===== config.mk =====
export PLATFORM = sky130hd
export DESIGN_NAME = rca_seg_display
export DESIGN_NICKNAME = d
export VERILOG_FILES = /design/src/rtl/rca_seg_display.sv
export SDC_FILE = /design/constraint.sdc
export NUM_CORES = 1
export LEC_CHECK = 0
export ABC_AREA = 1
export CORE_UTILIZATION = 48
export DETAILED_ROUTE_END_ITERATION = 8
export DONT_BUFFER_PORTS = 1
export PLACE_DENSITY = 0.61
export SLEW_MARGIN = 20
export SYNTH_ARGS = -nofsm -noshare
export SYNTH_HDL_FRONTEND = slang
export SYNTH_SLANG_ARGS = --single-unit

===== constraint.sdc =====
create_clock -name clk -period 2.2 [get_ports clk]
set_input_delay 0.44 -clock clk [delete_from_list [all_inputs] [get_ports clk]]
set_output_delay 0.44 -clock clk [all_outputs]
set_load 0.03 [all_outputs]

===== src/rtl/rca_seg_display.sv =====
// rtl/rca_seg_display.sv - adder result to BCD (double-dabble) on a 3-digit muxed 7-segment display
// Optional: define SEG_LEADING_ZERO_BLANK_EN to blank leading zero digits.
module rca_seg_display #(
  parameter int WIDTH    = 8,
  parameter int SCAN_DIV = 16
) (
  input  logic             clk,
  input  logic             reset,
  input  logic [WIDTH-1:0] s,
  input  logic             co,
  input  logic             in_valid,
  output logic             in_ready,
  output logic             done,
  output logic [6:0]       seg,
  output logic [2:0]       an
);

  localparam int BW = WIDTH + 1;
  localparam int CW = $clog2(WIDTH + 1);
  localparam int PW = $clog2(SCAN_DIV);
  localparam logic [CW-1:0] LAST_ITER = CW'(WIDTH);
  localparam logic [PW-1:0] LAST_PRESC = PW'(SCAN_DIV - 1);

  typedef enum logic [1:0] {IDLE, CONV, LOAD} state_t;

  state_t          state;
  logic [BW-1:0]   bin;
  logic [11:0]     bcd;
  logic [11:0]     bcd_adj;
  logic [11:0]     disp;
  logic [CW-1:0]   iter;
  logic [PW-1:0]   presc;
  logic [1:0]      digit;

  function automatic logic [11:0] dabble_adj(input logic [11:0] v);
    logic [11:0] r;
    r = v;
    for (int i = 0; i < 3; i++) begin
      if (v[4*i +: 4] >= 4'd5) r[4*i +: 4] = v[4*i +: 4] + 4'd3;
    end
    return r;
  endfunction

  function automatic logic [6:0] seg_of(input logic [3:0] n);
    case (n)
      4'd0:    return 7'b1000000;
      4'd1:    return 7'b1111001;
      4'd2:    return 7'b0100100;
      4'd3:    return 7'b0110000;
      4'd4:    return 7'b0011001;
      4'd5:    return 7'b0010010;
      4'd6:    return 7'b0000010;
      4'd7:    return 7'b1111000;
      4'd8:    return 7'b0000000;
      4'd9:    return 7'b0010000;
      default: return 7'b1111111;
    endcase
  endfunction

  always_comb bcd_adj = dabble_adj(bcd);

  always_ff @(posedge clk) begin
    if (reset) begin
      state    <= IDLE;
      in_ready <= 1'b1;
      done     <= 1'b0;
      bin      <= '0;
      bcd      <= '0;
      iter     <= '0;
      disp     <= '0;
    end else begin
      done <= 1'b0;
      case (state)
        IDLE: begin
          if (in_valid) begin
            bin      <= {co, s};
            bcd      <= '0;
            iter     <= '0;
            in_ready <= 1'b0;
            state    <= CONV;
          end
        end
        CONV: begin
          {bcd, bin} <= {bcd_adj[10:0], bin, 1'b0};
          iter       <= iter + CW'(1);
          if (iter == LAST_ITER) state <= LOAD;
        end
        LOAD: begin
          // display register only changes here, so conversion never shows partial values
          disp     <= bcd;
          done     <= 1'b1;
          in_ready <= 1'b1;
          state    <= IDLE;
        end
        default: begin
          in_ready <= 1'b1;
          state    <= IDLE;
        end
      endcase
    end
  end

  // free-running scan, independent of the conversion FSM
  always_ff @(posedge clk) begin
    if (reset) begin
      presc <= '0;
      digit <= '0;
    end else if (presc == LAST_PRESC) begin
      presc <= '0;
      digit <= (digit == 2'd2) ? 2'd0 : digit + 2'd1;
    end else begin
      presc <= presc + PW'(1);
    end
  end

  always_comb begin
    logic [3:0] nib;
    logic       blank;
    nib   = 4'd0;
    blank = 1'b0;
    an    = 3'b111;
    case (digit)
      2'd0: begin
        an  = 3'b110;
        nib = disp[3:0];
      end
      2'd1: begin
        an  = 3'b101;
        nib = disp[7:4];
`ifdef SEG_LEADING_ZERO_BLANK_EN
        blank = (disp[11:4] == 8'd0);
`else
        blank = 1'b0;
`endif
      end
      2'd2: begin
        an  = 3'b011;
        nib = disp[11:8];
`ifdef SEG_LEADING_ZERO_BLANK_EN
        blank = (disp[11:8] == 4'd0);
`else
        blank = 1'b0;
`endif
      end
      default: blank = 1'b1;
    endcase
    seg = blank ? 7'b1111111 : seg_of(nib);
  end

endmodule


# Word-level counts from Yosys, hierarchy flattened
# Memory sizes are Yosys's and may differ from the RTL's.
# Index checks and enable logic that the tools add are counted.
# W data, S select, Z words.
# totals
latch_bits	0
register_bits	47
mem_bits_ro	112
out_inout_bits	12
n_memories	1
ramBits	0
input_bits	12
word_cells	55
# memory_table
memory	words	width	read_ports	rd_clocked_by_memory_dff	wr	line_no	source
(no name shown)	16	7	1	0	0	45	case (n)
# op_classes
n_addsub	6
multipliers	0
div_mod_pow	0
bitwise_logic	1
n_shift	0
n_reduce_logical	8
order_cmp	3
n_mux	19
eq_ne	8
# ops
op	count
$pmux W12 S2	1
$pmux W9 S2	1
$ge A4 B3 Y1 const B	3
$mux W12	1
$mux W4	3
$pmux W4 S3	1
$mux W9	1
$pmux W3 S3	1
$add A4 B1 Y4 const B	2
$add A4 B2 Y4 const B	2
$eq A4 B4 Y1 const B	2
$pmux W4 S2	1
$mux W7	1
$mux W2	3
$reduce_and A2 Y1	3
$eq A2 B1 Y1 const B	2
$eq A2 B2 Y1 const B	2
$logic_not A2 Y1	2
$ne A2 B2 Y1 const B	2
$pmux W2 S2	1
$add A3 B2 Y3 const B	1
$mux W3	1
$reduce_or A3 Y1	1
$add A2 B1 Y2 const B	1
other kinds (5)	6

# Depth between registers and ports, before layout
# An unclocked memory read counts as a cell.
# depth
ltp_word	4
depth_mapped	11
mapped_depth_nobuf	10

# Least setup slack after synthesis
# Ideal clock, no wire load.
# synth_path
kind	register to output
startpoint	reg digit[1]
endpoint	out seg[0]
t_arrival_ns	1.763
stages_incl_launch_ff	12
required_time_ns	1.760
path_buffers	1
slack_ns	-0.003
cell_sequence	dfxtp_1 buf_2 inv_2 nand2_1 nor2_1 nor2_2 inv_1 ha_1 inv_1 nand4_1 nand3_1 nand3_1
# synth_between
elab_chain_cells	4
elab_cells_between_ends	7
cone_classes	eq/ne (2); mux (2); reduce/logical (2); memory (1)
# synth_rtl
element	line_no	source
start, declared	33	logic [1:0] digit;
start signal, assigned	110	digit <= (digit == 2'd2) ? 2'd0 : digit + 2'd1;
$eq A2 B2 Y1, or another cell as far along	122	case (digit)
$pmux W4 S3	122	
$mem_v2 Z16 W7	n/a	
$mux W7 *	147	seg = blank ? 7'b1111111 : seg_of(nib);
end, declared	14	output logic [6:0] seg,
# Every way passes the cells marked *; elsewhere a longest branch is shown, timed or not.

# Final worst setup path
# Same ends and word-level chain as after synthesis.

==> flow_summary.json <==
{
  "synthTopCellsByCount": "nand2_1 (76), dfxtp_1 (47), nand3_1 (38)",
  "dp_slack_ns": 0.159,
  "timing.fmax_ghz": 0.457,
  "diodes": 0,
  "clockBufferDepth": 2,
  "relSlewSlack": 0.587,
  "synthTopCellsByArea": "dfxtp_1 (40%), nand2_1 (12%), nand3_1 (8.1%)",
  "clock_skew_ns": 0.00339,
  "drive_gt1_frac": 0.187,
  "ys_ff_latch": 47,
  "cp_data_required_time_ns": 1.76,
  "antenna_found_initial": 0,
  "cp_cell_sequence": "buf_6, nand3_2, nand2_2, nor2_4, inv_2, ha_2, inv_2, nand4_1, nand3_2, nand3_4",
  "synth_flop_cell": "dfxtp_1",
  "grt_pass1_vias": 2030,
  "grt_pass1_wl_mm": 8.67,
  "end_kind": "output pin",
  "critPathMaxFanout": 5,
  "setup-violations-final": 0,
  "fin_ws_ns": 0.0120,
  "multiInputGateArea_um2": 1350,
  "ant_nets": 0,
  "tightest_slew_ns": 0.619,
  "num_rows": 25,
  "dp_hpwl_mm": 3.42,
  "post-route-period-util": 0.995,
  "grt_start_max_net_pins": 26,
  "tritoncts": "yes",
  "start_util": 0.498,
  "startpoint_type": "register",
  "drtIter0Drc": 77,
  "die-width_um": 72.0,
  "fp.dieH_um": 72.0,
  "post_drt_wl_per_cell_um": 12.7,
  "rsz0062_at_grt": "yes",
  "clkLatencyLatePin_ns": 0.30,
  "cts_sinks": 47,
  "worstPathArrival_ns": 1.75,
  "min_to": "presc[2]$_SDFF_PP0_",
  "gr-total-overflow": 0,
  "crit_type": "register to output pin",
  "ys_types": 27,
  "area_delta_synth_final_pct": 14.5,
  "period_needed_ns": 2.19,
  "io_pins": 24,
  "crit_path_max_incr_delay_ns": 0.37,
  "syn_inst": 326,
  "drc": 0,
  "cap_violations": 0,
  "synth_fp_nets": 352,
  "post-route-util": 0.570,
  "timing.hold.ws_ns": 0.201,
  "synth_top_area_cell": "dfxtp_1",
  "nFillCells": 475,
  "hold_class": "input port to register",
  "coreArea_um2": 4720,
  "synth_top_area_frac": 0.400,
  "outcome": "finished clean",
  "synth-edff-count": 0,
  "place_congestion": 0.783,
  "yosysMostFrequentCell": "nand2_1",
  "htree_levels": 2,
  "r2r.worst_path.cells": 8,
  "numCtsBuffers": 5,
  "seqCellArea_um2": 948,
  "syn_area_per_cell_um2": 7.22,
  "vdd_drop_max_v": 0.000323,
  "clk_pin_slew_ns": 0.09,
  "yosysSeqAreaShare": 0.400,
  "syn_area_um2": 2350,
  "reg2reg_from": "bcd[0]$_SDFFE_PP0P_",
  "yosysWarnings": 0,
  "vias_per_cell": 5.31,
  "root_buffer": "clkbuf_8",
  "p_leak_uw": 0.00121,
  "crit_slowest_cell": "dfxtp_4",
  "r2r_slack_ns": 0.90,
  "dr.pass1.iters": 4,
  "synthArstFlopShare": 0,
  "dieArea_um2": 5190,
  "hold_buffers": 0,
  "slew_viol_final": 0,
  "drt_wl_total_mm": 5.07,
  "grtUsageTotal": 0.209,
  "power.density_nw_per_um2": 557,
  "vias": 2120,
  "numPortBuffers": 0,
  "final_nets": 357,
  "reg2reg_to": "bcd[2]$_SDFFE_PP0P_",
  "holdCritStartpoint": "reset",
  "min_path_cells": 1,
  "hold_viol_final": 0
}
## critical path, delay by kind of cell (launching register included)
family / cells / cell delay (ns)
fa+ha+maj: 1 / 0.18
flops: 1 / 0.37
simple gates: 6 / 0.67
buf+inv: 3 / 0.22
## per-layer routing
layer / vias to the layer above / wire length (µm) / track usage
li1: 1090 / - / -
met1: 982 / 2260 / 0.248
met2: 42 / 2550 / 0.366
met3: 6 / 180 / 0.0486
met4: 0 / 80 / 0.0850
met5: - / 0 / 0
## logic make-up after synthesis
logic type / after synthesis / synth area share
XOR/XNOR: 2 / 0.00744
AO/OA/AOI/OAI: 56 / 0.131
adder cells (fa/ha/maj): 14 / 0.0744
flip-flops: 47 / 0.400
AND/OR/NAND/NOR: 161 / 0.309
buffers and inverters: 46 / 0.0782
## placed cells by master (no fill, tap or decap), types with 2 or more instances in the layout
cell type,count
nand2_2,10
a21oi_1,27
ha_1,13
clkinv_2,2
o21ai_0,15
nand3_4,2
nand2_1,69
nor2_1,22
nand4_1,10
nor3_1,2
o211ai_1,3
buf_6,2
nand3_1,25
nor2_2,2
dfxtp_4,2
dfxtp_1,45
clkbuf_8,5
a31oi_1,5
buf_4,6
inv_1,25
nor2_4,4
nand2_4,2
o31ai_1,3
o221ai_1,2
inv_2,8
nand3_2,13
## registers in the layout (all words and copies together) (netlist names)
register	cells
bcd	12
bin	9
digit	2
disp	12
done	1
in_ready	1
iter	4
presc	4
state	2
## per-stage QoR
step	instance area, µm²	total power, µW	TNS [ns]	instances
2_1_floorplan	2360	999	0	326
6_report	2690	1500	0	399
5_1_grt	2690	1570	-0.311	399
4_1_cts	2630	1530	0	398
3_5_place_dp	2450	1010	0	388
3_3_place_gp	2450	1010	0	388
## where the power goes
group | internal, µW | switching, µW
sequential | 874 | 21.4
combinational | 28.1 | 66.6
clock | 222 | 289
total | 1120 | 377
## area by class of cell
cell class / count / area share
multi-input combinational: 233 / 0.502
sequential: 47 / 0.352
inverter: 35 / 0.0511
timing repair buffer: 9 / 0.0325
tap: 67 / 0.0311
clock buffer: 6 / 0.0269
clock inverter: 2 / 0.00464
## what timing repair did
item	4_1_cts	5_1_grt
pin swaps	2	6
hold endpoints to repair	0	0
gates resized for setup	20	16
endpoints found under the setup margin	7	7
buffers inserted	2	1
## worst max path at each step
stage / slack, ns / to / from
floorplan: 0.05 / seg[5] / digit[1]$_SDFFE_PP0P_
global placement: 0.18 / seg[4] / digit[1]$_SDFFE_PP0P_
detailed placement: 0.16 / seg[3] / digit[0]$_SDFFE_PP0P_
CTS: 0.004 / seg[0] / digit[1]$_SDFFE_PP0P_
global route: -0.08 / seg[1] / digit[1]$_SDFFE_PP0P_
finish: 0.01 / seg[0] / digit[1]$_SDFFE_PP0P_
No activity file was read; power rests on OpenSTA's default activity.
